===== src/rtl/deck_shuffler.sv =====
// Card deck shuffler: rebuilds an identity deck, Fisher-Yates shuffles it with a
// 16-bit Galois LFSR, then deals one card index per Deal request.
module deck_shuffler #(
  parameter int N_CARDS = 52,
  parameter int ADDR_W  = 6
) (
  input  logic              Clock,
  input  logic              Reset,
  input  logic              Start,
  input  logic [15:0]       Seed,
  input  logic              Deal,
  output logic [ADDR_W-1:0] Card,
  output logic              Card_valid,
  output logic              Busy,
  output logic              Ready,
  output logic              Empty,
  output logic [ADDR_W:0]   Remaining
);

  typedef enum logic [1:0] {
    IDLE = 2'd0,
    INIT = 2'd1,
    SHUF = 2'd2,
    DEAL = 2'd3
  } state_t;

  localparam logic [ADDR_W-1:0] LAST_IDX     = ADDR_W'(N_CARDS - 1);
  localparam logic [ADDR_W-1:0] FIRST_SWAP   = ADDR_W'(1);
  localparam logic [ADDR_W:0]   DECK_SIZE    = (ADDR_W + 1)'(N_CARDS);
  localparam logic [15:0]       DEFAULT_SEED = 16'hACE1;
  localparam logic [15:0]       TAP_MASK     = 16'hB400;

  state_t            state;
  state_t            state_next;
  logic [ADDR_W-1:0] deck [N_CARDS];
  logic [ADDR_W-1:0] idx;
  logic [ADDR_W:0]   ptr;
  logic [15:0]       lfsr;
  logic [15:0]       lfsr_step;
  logic [15:0]       swap_mod;
  logic [ADDR_W-1:0] swap_idx;
  logic [15:0]       seed_load;
  logic              start_ok;
  logic              deal_ok;

  // NOTE: every signal assigned in an always_comb gets a default first so no path
  // leaves it unassigned, which would otherwise infer a latch.
  always_comb begin
    lfsr_step = {1'b0, lfsr[15:1]} ^ (lfsr[0] ? TAP_MASK : 16'h0000);
    swap_mod  = 16'(idx) + 16'd1;
    swap_idx  = ADDR_W'(lfsr % swap_mod);
    seed_load = (Seed == 16'h0000) ? DEFAULT_SEED : Seed;
    start_ok  = Start && ((state == IDLE) || (state == DEAL));
    // Start has priority over Deal in the same DEAL cycle.
    deal_ok   = Deal && !Start && (state == DEAL) && (ptr < DECK_SIZE);
  end

  always_comb begin
    state_next = state;
    case (state)
      IDLE: if (Start) state_next = INIT;
      INIT: if (idx == LAST_IDX) state_next = SHUF;
      SHUF: if (idx == FIRST_SWAP) state_next = DEAL;
      DEAL: if (Start) state_next = INIT;
      default: state_next = IDLE;
    endcase
  end

  // NOTE: sequential state uses non-blocking assignments so every register samples
  // the pre-edge values; the in-place swap below relies on exactly that.
  always_ff @(posedge Clock or posedge Reset) begin
    if (Reset) begin
      state <= IDLE;
    end else begin
      state <= state_next;
    end
  end

  always_ff @(posedge Clock or posedge Reset) begin
    if (Reset) begin
      idx        <= '0;
      ptr        <= '0;
      lfsr       <= DEFAULT_SEED;
      Card       <= '0;
      Card_valid <= 1'b0;
    end else begin
      Card_valid <= 1'b0;
      if (start_ok) begin
        idx  <= '0;
        ptr  <= '0;
        lfsr <= seed_load;
      end else begin
        case (state)
          INIT: begin
            lfsr <= lfsr_step;
            if (idx != LAST_IDX) idx <= idx + 1'b1;
          end
          SHUF: begin
            lfsr <= lfsr_step;
            idx  <= idx - 1'b1;
          end
          DEAL: begin
            if (deal_ok) begin
              Card       <= deck[ptr[ADDR_W-1:0]];
              Card_valid <= 1'b1;
              ptr        <= ptr + 1'b1;
            end
          end
          default: ;
        endcase
      end
    end
  end

  // NOTE: the deck is plain storage with no reset; it is always rebuilt during INIT
  // before any card is read, so clearing it would only cost reset fan-out.
  always_ff @(posedge Clock) begin
    if (state == INIT) begin
      deck[idx] <= idx;
    end else if (state == SHUF) begin
      deck[idx]      <= deck[swap_idx];
      deck[swap_idx] <= deck[idx];
    end
  end

  always_comb begin
    Busy      = (state == INIT) || (state == SHUF);
    Ready     = (state == DEAL);
    Empty     = (state == DEAL) && (ptr == DECK_SIZE);
    Remaining = (state == DEAL) ? (DECK_SIZE - ptr) : '0;
  end

endmodule


===== config.mk =====
export PLATFORM = sky130hd
export DESIGN_NAME = deck_shuffler
export DESIGN_NICKNAME = d
export VERILOG_FILES = /design/src/rtl/deck_shuffler.sv
export SDC_FILE = /design/constraint.sdc
export NUM_CORES = 1
export LEC_CHECK = 0
export ABC_AREA = 1
export BUFFER_PORTS_ARGS = -buffer_cell sky130_fd_sc_hd__buf_2
export CAP_MARGIN = 40
export CORE_ASPECT_RATIO = 1.25
export CORE_MARGIN = 3
export CORE_UTILIZATION = 25
export DETAILED_ROUTE_END_ITERATION = 7
export PLACE_DENSITY_LB_ADDON = 0.05
export SYNTH_ARGS = -nofsm -noshare
export SYNTH_HDL_FRONTEND = slang
export SYNTH_SLANG_ARGS = --single-unit

===== constraint.sdc =====
create_clock -name Clock -period 31.1 [get_ports Clock]
set_input_delay 0 -clock Clock [delete_from_list [all_inputs] [get_ports Clock]]
set_output_delay 0 -clock Clock [all_outputs]
set_load 0.01 [all_outputs]

== Word level (Yosys, flattened, before mapping) ==
Memories as Yosys holds them, arrays and structs flattened. A register that Yosys moved wholly into a read port is not among the register bits.
Cells that the tools add are included.

* Bits in registers: 32
* Bits in latches: 0
* Bits in writable memories: 312
* Memory bits (read-only): 0
* Input port bits: 20
* Output and inout bits: 17
* Memories: 1

* Add/sub/neg operators: 5
* $mul: 0
* Div/mod/pow operators: 1
* Magnitude comparators: 1
* Eq/ne operators: 11
* Shift-type cells: 0
* Mux-type cells: 24
* Bitwise gates (word level): 3
* Reductions and logical operators: 20

{| class="wikitable"
|+ Memories
! memory !! words !! bits a word !! read ports !! clocked after Yosys merged registers in !! wr ports !! line !! text
|-
| deck || 52 || 6 || 3 || 1 || 2 || 35 || <nowiki>logic [ADDR_W-1:0] deck [N_CARDS];</nowiki>
|}

{| class="wikitable"
|+ Operator list
! kind !! count
|-
| $mux 16 || 4
|-
| $mux 7 || 4
|-
| $mux 6 || 3
|-
| $logic_not 16->1 || 1
|-
| $mod 16x16->16 || 1
|-
| $xor 15x16->16 || 1
|-
| $pmux 6 s2 || 1
|-
| $mux 1 || 8
|-
| $add 6x1->7 const B || 1
|-
| $add 7x1->7 const B || 1
|-
| $eq 7x6->1 const B || 1
|-
| $lt 7x6->1 const B || 1
|-
| $sub 6x7->7 const A || 1
|-
| $add 6x1->6 const B || 1
|-
| $eq 6x1->1 const B || 1
|-
| $eq 6x6->1 const B || 1
|-
| $mux 2 || 3
|-
| $ne 6x6->1 const B || 1
|-
| $pmux 2 s3 || 1
|-
| $reduce_and 3->1 || 2
|-
| $reduce_bool 2->1 || 3
|-
| $sub 6x1->6 const B || 1
|-
| $logic_and 1x1->1 || 5
|-
| $eq 2x2->1 const B || 2
|-
| 12 further kinds || 16
|}

== Longest topological paths before layout ==
Gate-level depths: netlist of the first run.

* Depth after elaboration: 7
* Depth in mapped cells: 217
* Depth with buffers taken out: 207

== Least setup slack after synthesis of the first run ==
No wires, ideal clock.

* Kind: register -> register
* From: register idx[0]
* To: memory deck[34][0], enable pin
* Setup time: 0.377 ns
* Data arrival time: 27.735 ns
* Required time: 30.723 ns
* Slack: 2.988 ns
* Stages on the path, launching flop included: 204
* Path buffers: 11
* Path through: dfrtp_1 > buf_4 > inv_1 > clkbuf_1 > buf_6 > ha_1 > inv_1 > o21ai_0 > nor2_1 > nand2_1 > nand2_1 > nand2_1 > ha_1 > o21a_1 > nor2_1 > nor2_2 > nand2_2 > nand2_1 > (+168 left out) > nand2_1 > nor2_1 > nand2_1 > a21oi_1 > nand3_2 > nor2_4 > nand3_2 > buf_6 > nand2_2 > nand2_4 > nor2_8 > buf_6 > inv_2 > nor2_1 > inv_2 > nor2_2 > inv_2 > o21ai_0

{| class="wikitable"
|+ RTL lines
! item !! line !! text
|-
| from (decl) || 36 || <nowiki>logic [ADDR_W-1:0] idx;</nowiki>
|-
| from (signal assigned) || 96 || <nowiki>if (idx != LAST_IDX) idx <= idx + 1'b1;</nowiki>
|-
| from (signal assigned) || 100 || <nowiki>idx <= idx - 1'b1;</nowiki>
|-
| to (decl) || 35 ||
|}

==> flow_metrics.py, run 1 <==
metrics = {
    "outcome": {
        "outcome": "complete, no violations",
    },
    "logic_synthesis": {
        "yosysUniqueCellTypes": 74,
        "ys_top_cells_by_area": "edfxtp_1, nand2_1, nand3_1",
        "synth-seq-cells": 350,
        "avgSynthCellArea_um2": 6.94,
        "yosys_warnings": 0,
        "synth-main-ff-cell": "edfxtp_1",
        "synth_edf_count": 312,
        "ys_seq_area_share_pct": 32.8,
        "synth_area_um2": 31500,
        "post-synth-top-area-fraction_pct": 29.8,
        "async_reset_ff_share_pct": 10.9,
        "yosysTopAreaCell": "edfxtp_1",
        "syn_inst": 4535,
        "synth_fp_nets": 4659,
    },
    "floorplan": {
        "die_w_um": 323,
        "coreArea_um2": 124000,
        "die_h_um": 403,
        "start_util_pct": 25.4,
        "fp.dieArea_um2": 130000,
        "row_count": 144,
        "io_pins": 37,
    },
    "run": {
        "drv_cap": 0,
    },
    "grt": {
        "grt_pass1_wl_um": 245000,
        "antenna_found_initial": 5,
        "grt_max_degree": 96,
        "grt_pass1_vias": 32400,
        "track_usage_pct": 26.1,
        "overflow": 0,
    },
    "place": {
        "hpwlAfterDp_um": 122000,
        "placed_area_um2": 33500,
        "place_congestion": 0.888,
        "port_buffers": 36,
    },
    "final_layout": {
        "n_antenna_cell": 0,
        "final_nets": 4752,
        "design_area_um2": 36300,
        "final_cell_mix": "nand2_1, nand3_1, inv_1, o21ai_0, edfxtp_1",
        "area_growth_pct": 15.3,
        "drive_gt1_share_pct": 14.2,
        "nFillCells": 13600,
        "multi_input_area_um2": 17800,
        "register_area_um2": 10300,
        "final_common_cell": "nand2_1",
    },
    "critical_path": {
        "critPathArrivalTime_ns": 28.53,
        "cp_num_buf_inv": 26,
        "path_max_fanout": 37,
        "reg2reg_depth": 198,
        "cpMostUsedCell": "nand2_1",
        "path_depth": 198,
        "r2r_setup_slack_ns": 2.94,
        "required_ns": 31.46,
        "r2r-end": "deck[31][1]$_DFFE_PP_",
        "cpLargestDelayFamily": "simple AND/OR/NAND/NOR gates",
        "max_stage_delay_ns": 0.46,
        "critPathCapture": "deck[31][1]$_DFFE_PP_",
        "r2r-start": "idx[1]$_DFFE_PP0P_",
        "worstSetupStartpoint": "idx[1]$_DFFE_PP0P_",
        "setup.worst_path.start_class": "flip-flop",
        "criticalPathCategory": "reg2reg",
        "cp_slowest_cell": "dfrtp_2",
        "crit_path_end_kind": "flip-flop",
    },
    "sta": {
        "clock_skew_ns": 0.0326,
        "fin_crit_sh_pct": 90.6,
        "max_freq_ghz": 0.0355,
        "tightest_slew_ns": 1.03,
        "final_hold_viol_count": 0,
        "finalSetupViolations": 0,
        "final-max-slew-violation-count": 0,
        "fin_crit_ns": 28.16,
        "relSlewSlack_pct": 30.1,
    },
    "worst_hold_path": {
        "hp-class": "in2reg",
        "holdCritStartpoint": "Deal",
        "hold-path-cell-count": 7,
    },
    "clock_tree": {
        "clkLatencyLatePin_ns": 0.63,
        "clockBufferDepth": 3,
        "numCtsBuffers": 44,
        "cts_tree": "done",
        "htreeDepth": 2,
        "clock-root-buffer": "clkbuf_16",
        "clock_sinks": 350,
        "clkTransAtPathRegs_ns": 0.07,
    },
    "route": {
        "drc": 0,
        "drt-pass1-iter-count": 6,
        "ant_nets": 0,
        "routedWlPerCell_um": 28.5,
        "vias_per_cell": 5.34,
        "drtIter0Drc": 3252,
        "vias": 33500,
        "wirelength_um": 179000,
    },
}
==> tightest hold or removal path, stage by stage <==
cell and delay [ns]:
buf_2 0.11, nand2_1 0.06, nor4_1 0.04, nand2_1 0.22, o21ai_0 0.11, nand2_1 0.06
nor2_1 0.03
==> Yosys cell counts, drive strengths merged, types with 19 or more instances <==
library cell / n
a21oi: 245
buf: 132
clkbuf: 116
clkinv: 19
dfrtp: 30
edfxtp: 312
ha: 103
inv: 544
nand2: 1403
nand3: 570
nand4: 37
nor2: 222
nor3: 26
nor4: 20
o211ai: 35
o21ai: 377
o22ai: 123
o41ai: 24
xnor2: 26
xor2: 30
==> repair_timing <==
action / in CTS / in global routing
cloned: 0 / 11
hold buffers: 26 / 0
resized for setup: 1 / 146
buffers inserted: 0 / 53
endpoints found under the hold margin: 56 / 0
pin swaps: 0 / 22
setup endpoints to repair: 23 / 624
==> metrics by stage <==
stage / hold WS (ns) / utilization [%] / setup WS (ns) / TNS [ns] / instances
after CTS: 0.0232 / 28.3 / 0.0790 / 0 / 6204
final: 0.0418 / 29.2 / 2.94 / 0 / 6269
after global placement: 0.264 / 26.4 / 0.0860 / 0 / 6024
after detailed placement: -0.0150 / 27.0 / 0.0999 / 0 / 6097
after floorplan: 0.127 / - / 2.99 / 0 / 4535
after global routing: 0.143 / 29.2 / -0.0345 / -0.707 / 6269
==> flip-flops by register name, summed over array words and instances (netlist names) <==
name	count
deck	312
lfsr	16
ptr	7
Card	6
idx	6
state	2
Card_valid	1
==> worst min-delay path by stage <==
stage | endpoint
floorplan | lfsr[1]$_DFFE_PP0P_
global placement | ptr[6]$_DFFE_PP0P_
detailed placement | ptr[6]$_DFFE_PP0P_
CTS | ptr[2]$_DFFE_PP0P_
global route | ptr[5]$_DFFE_PP0P_
finish | ptr[2]$_DFFE_PP0P_
==> logic make-up after synthesis <==
| kind of cell | share of synthesized area (%) |
|---|---|
| flops | 32.8 |
| fa+ha+maj | 4.16 |
| simple gates | 32.7 |
| compound gates | 16.5 |
| xor+xnor | 1.56 |
| buf+inv | 12.2 |
==> metal layers <==
metal | global-route usage (%) | wire length [µm] | up-vias
met5 | 0 | 13 | -
met4 | 13.2 | 11600 | 2
met3 | 2.87 | 10500 | 418
met2 | 46.2 | 87200 | 1419
met1 | 31.1 | 69600 | 16200
li1 | - | - | 15500
==> layout make-up <==
| cell class | instances | area share [%] |
|---|---|---|
| clock buffer | 57 | 3.31 |
| timing repair inverter | 1 | 0.0207 |
| clock inverter | 24 | 0.503 |
| multi-input combinational | 3371 | 49.1 |
| inverter | 563 | 5.98 |
| tap | 1606 | 5.54 |
| timing repair buffer | 297 | 7.01 |
| sequential | 350 | 28.5 |
Power of run 1 is left out: the tool's default activity adds up to more than one toggle a clock period on the data nets, which glitch-free logic cannot reach.
==> run 2: changes to the inputs <==
Settings changed: RECOVER_POWER set to 100.
==> run 2 against run 1 <==
Net effect: the run now ends with capacitance limit, slew limit left; first-iteration DRC count decreased by 3.3%; maximum frequency about the same; utilization decreased by 0.056 points; count of clock-buffer cells in the layout unchanged; wire length about the same; register-to-register slack improved by 0.02 ns; critical path depth increased by 1; hold slack got worse by 0.0086 ns; flip-flop and latch count unchanged; clock skew decreased by 0.0013 ns; die area unchanged; largest cell class unchanged; highest routed layer unchanged.
==> flow_metrics.py, run 2 (same netlist as run 1, synthesis figures left out) <==
metrics = {
    "clock_tree": {
        "numCtsBuffers": 44,
        "clockBufferDepth": 3,
        "clock-root-buffer": "clkbuf_16",
        "htreeDepth": 2,
        "clkTransAtPathRegs_ns": 0.07,
        "clock_sinks": 350,
        "cts_tree": "done",
        "clkLatencyLatePin_ns": 0.62,
    },
    "outcome": {
        "outcome": "finished with violations",
        "violations": "capacitance limit, slew limit",
    },
    "grt": {
        "overflow": 0,
        "track_usage_pct": 26.1,
        "grt_pass1_vias": 32400,
        "grt_pass1_wl_um": 245000,
        "antenna_found_initial": 5,
        "grt_max_degree": 96,
    },
    "floorplan": {
        "start_util_pct": 25.4,
        "die_h_um": 403,
        "die_w_um": 323,
        "io_pins": 37,
        "fp.dieArea_um2": 130000,
        "row_count": 144,
        "coreArea_um2": 124000,
    },
    "route": {
        "drc": 0,
        "routedWlPerCell_um": 28.5,
        "ant_nets": 0,
        "drtIter0Drc": 3145,
        "vias_per_cell": 5.33,
        "vias": 33400,
        "wirelength_um": 179000,
        "drt-pass1-iter-count": 8,
    },
    "final_layout": {
        "largest_reg_flops": 312,
        "regMostFlops": "deck",
        "reg_top3": "deck x312, lfsr x16, ptr x7",
        "area_growth_pct": 15.1,
        "final_cell_mix": "nand2_1, nand3_1, inv_1, o21ai_0, edfxtp_1",
        "final_nets": 4752,
        "final_common_cell": "nand2_1",
        "design_area_um2": 36200,
        "drive_gt1_share_pct": 13.6,
    },
    "critical_path": {
        "max_stage_delay_ns": 0.46,
        "path_max_fanout": 37,
        "criticalPathCategory": "reg2reg",
        "crit_path_end_kind": "flip-flop",
        "cp_slowest_cell": "dfrtp_2",
        "reg2reg_depth": 199,
        "required_ns": 31.46,
        "setup.worst_path.start_class": "flip-flop",
        "worstSetupStartpoint": "idx[1]$_DFFE_PP0P_",
        "critPathArrivalTime_ns": 28.50,
        "r2r-end": "deck[31][1]$_DFFE_PP_",
        "cpMostUsedCell": "nand2_1",
        "critPathCapture": "deck[31][1]$_DFFE_PP_",
        "r2r-start": "idx[1]$_DFFE_PP0P_",
        "r2r_setup_slack_ns": 2.96,
    },
    "sta": {
        "tns_ns": 0,
        "final-max-slew-violation-count": 139,
        "final_hold_viol_count": 0,
        "max_freq_ghz": 0.0355,
        "fin_crit_sh_pct": 90.5,
        "tightest_slew_ns": 3.32,
        "setup_ws_ns": 2.96,
        "finalSetupViolations": 0,
        "fin_crit_ns": 28.14,
        "clock_skew_ns": 0.0313,
        "whs_ns": 0.0333,
        "relSlewSlack_pct": -121,
    },
    "place": {
        "place_congestion": 0.888,
        "place_ws_ns": 0.0999,
        "port_buffers": 36,
        "placed_area_um2": 33500,
        "hpwlAfterDp_um": 122000,
    },
    "worst_hold_path": {
        "hp-class": "in2reg",
        "holdCritStartpoint": "Deal",
    },
    "run": {
        "drv_cap": 3,
    },
}
==> run 2: critical path: cells and delay by family (launching register included) <==
family / cells / cell delay [ns]
simple gates: 100 / 10.52
fa+ha+maj: 16 / 5.04
compound gates: 57 / 8.96
flops: 1 / 0.46
buf+inv: 26 / 2.79
==> run 2: final cells by class <==
type / instances / area (µm²)
Antenna cell: 1 / 2.50
Clock inverter: 24 / 183
Multi-Input combinational cell: 3371 / 17800
Clock buffer: 57 / 1200
Timing Repair Buffer: 297 / 2480
Timing Repair inverter: 1 / 7.51
Inverter: 563 / 2170
Sequential cell: 350 / 10300
Tap cell: 1606 / 2010
Fill cell: 13700 / 87900
==> run 2: worst min path at each step <==
stage	slack, ns	depth (start not counted)	endpoint
6_report	0.03	7	ptr[2]$_DFFE_PP0P_
3_3_place_gp	0.26	2	ptr[6]$_DFFE_PP0P_
2_1_floorplan	0.13	2	lfsr[1]$_DFFE_PP0P_
4_1_cts	0.02	7	ptr[2]$_DFFE_PP0P_
3_5_place_dp	-0.02	2	ptr[6]$_DFFE_PP0P_
5_1_grt	0.15	7	ptr[5]$_DFFE_PP0P_
==> run 2: repair_timing <==
item                       in CTS  in global routing
setup endpoints to repair      23                624
resized for setup               1                146
hold endpoints to repair       56                  0
setup buffers                   0                 53
gates cloned                    0                 11
pin swaps                       0                 22
hold buffers                   26                  0
==> run 2: per-layer routing <==
metal  part of all wire (%)  track usage (%)  up-vias
met5                 0.0073                0        -
met4                    6.5             13.2        2
met3                    5.7             2.87      409
met2                     49             46.2     1393
met1                     39             31.1    16200
li1                       -                -    15500
==> run 2: through the flow <==
step / cells / utilization, %
finish: 6270 / 29.2
global route: 6269 / 29.2
CTS: 6204 / 28.3
detailed placement: 6097 / 27.0
global placement: 6024 / 26.4
floorplan: 4535 / -
Power of run 2 is left out for the same reason.
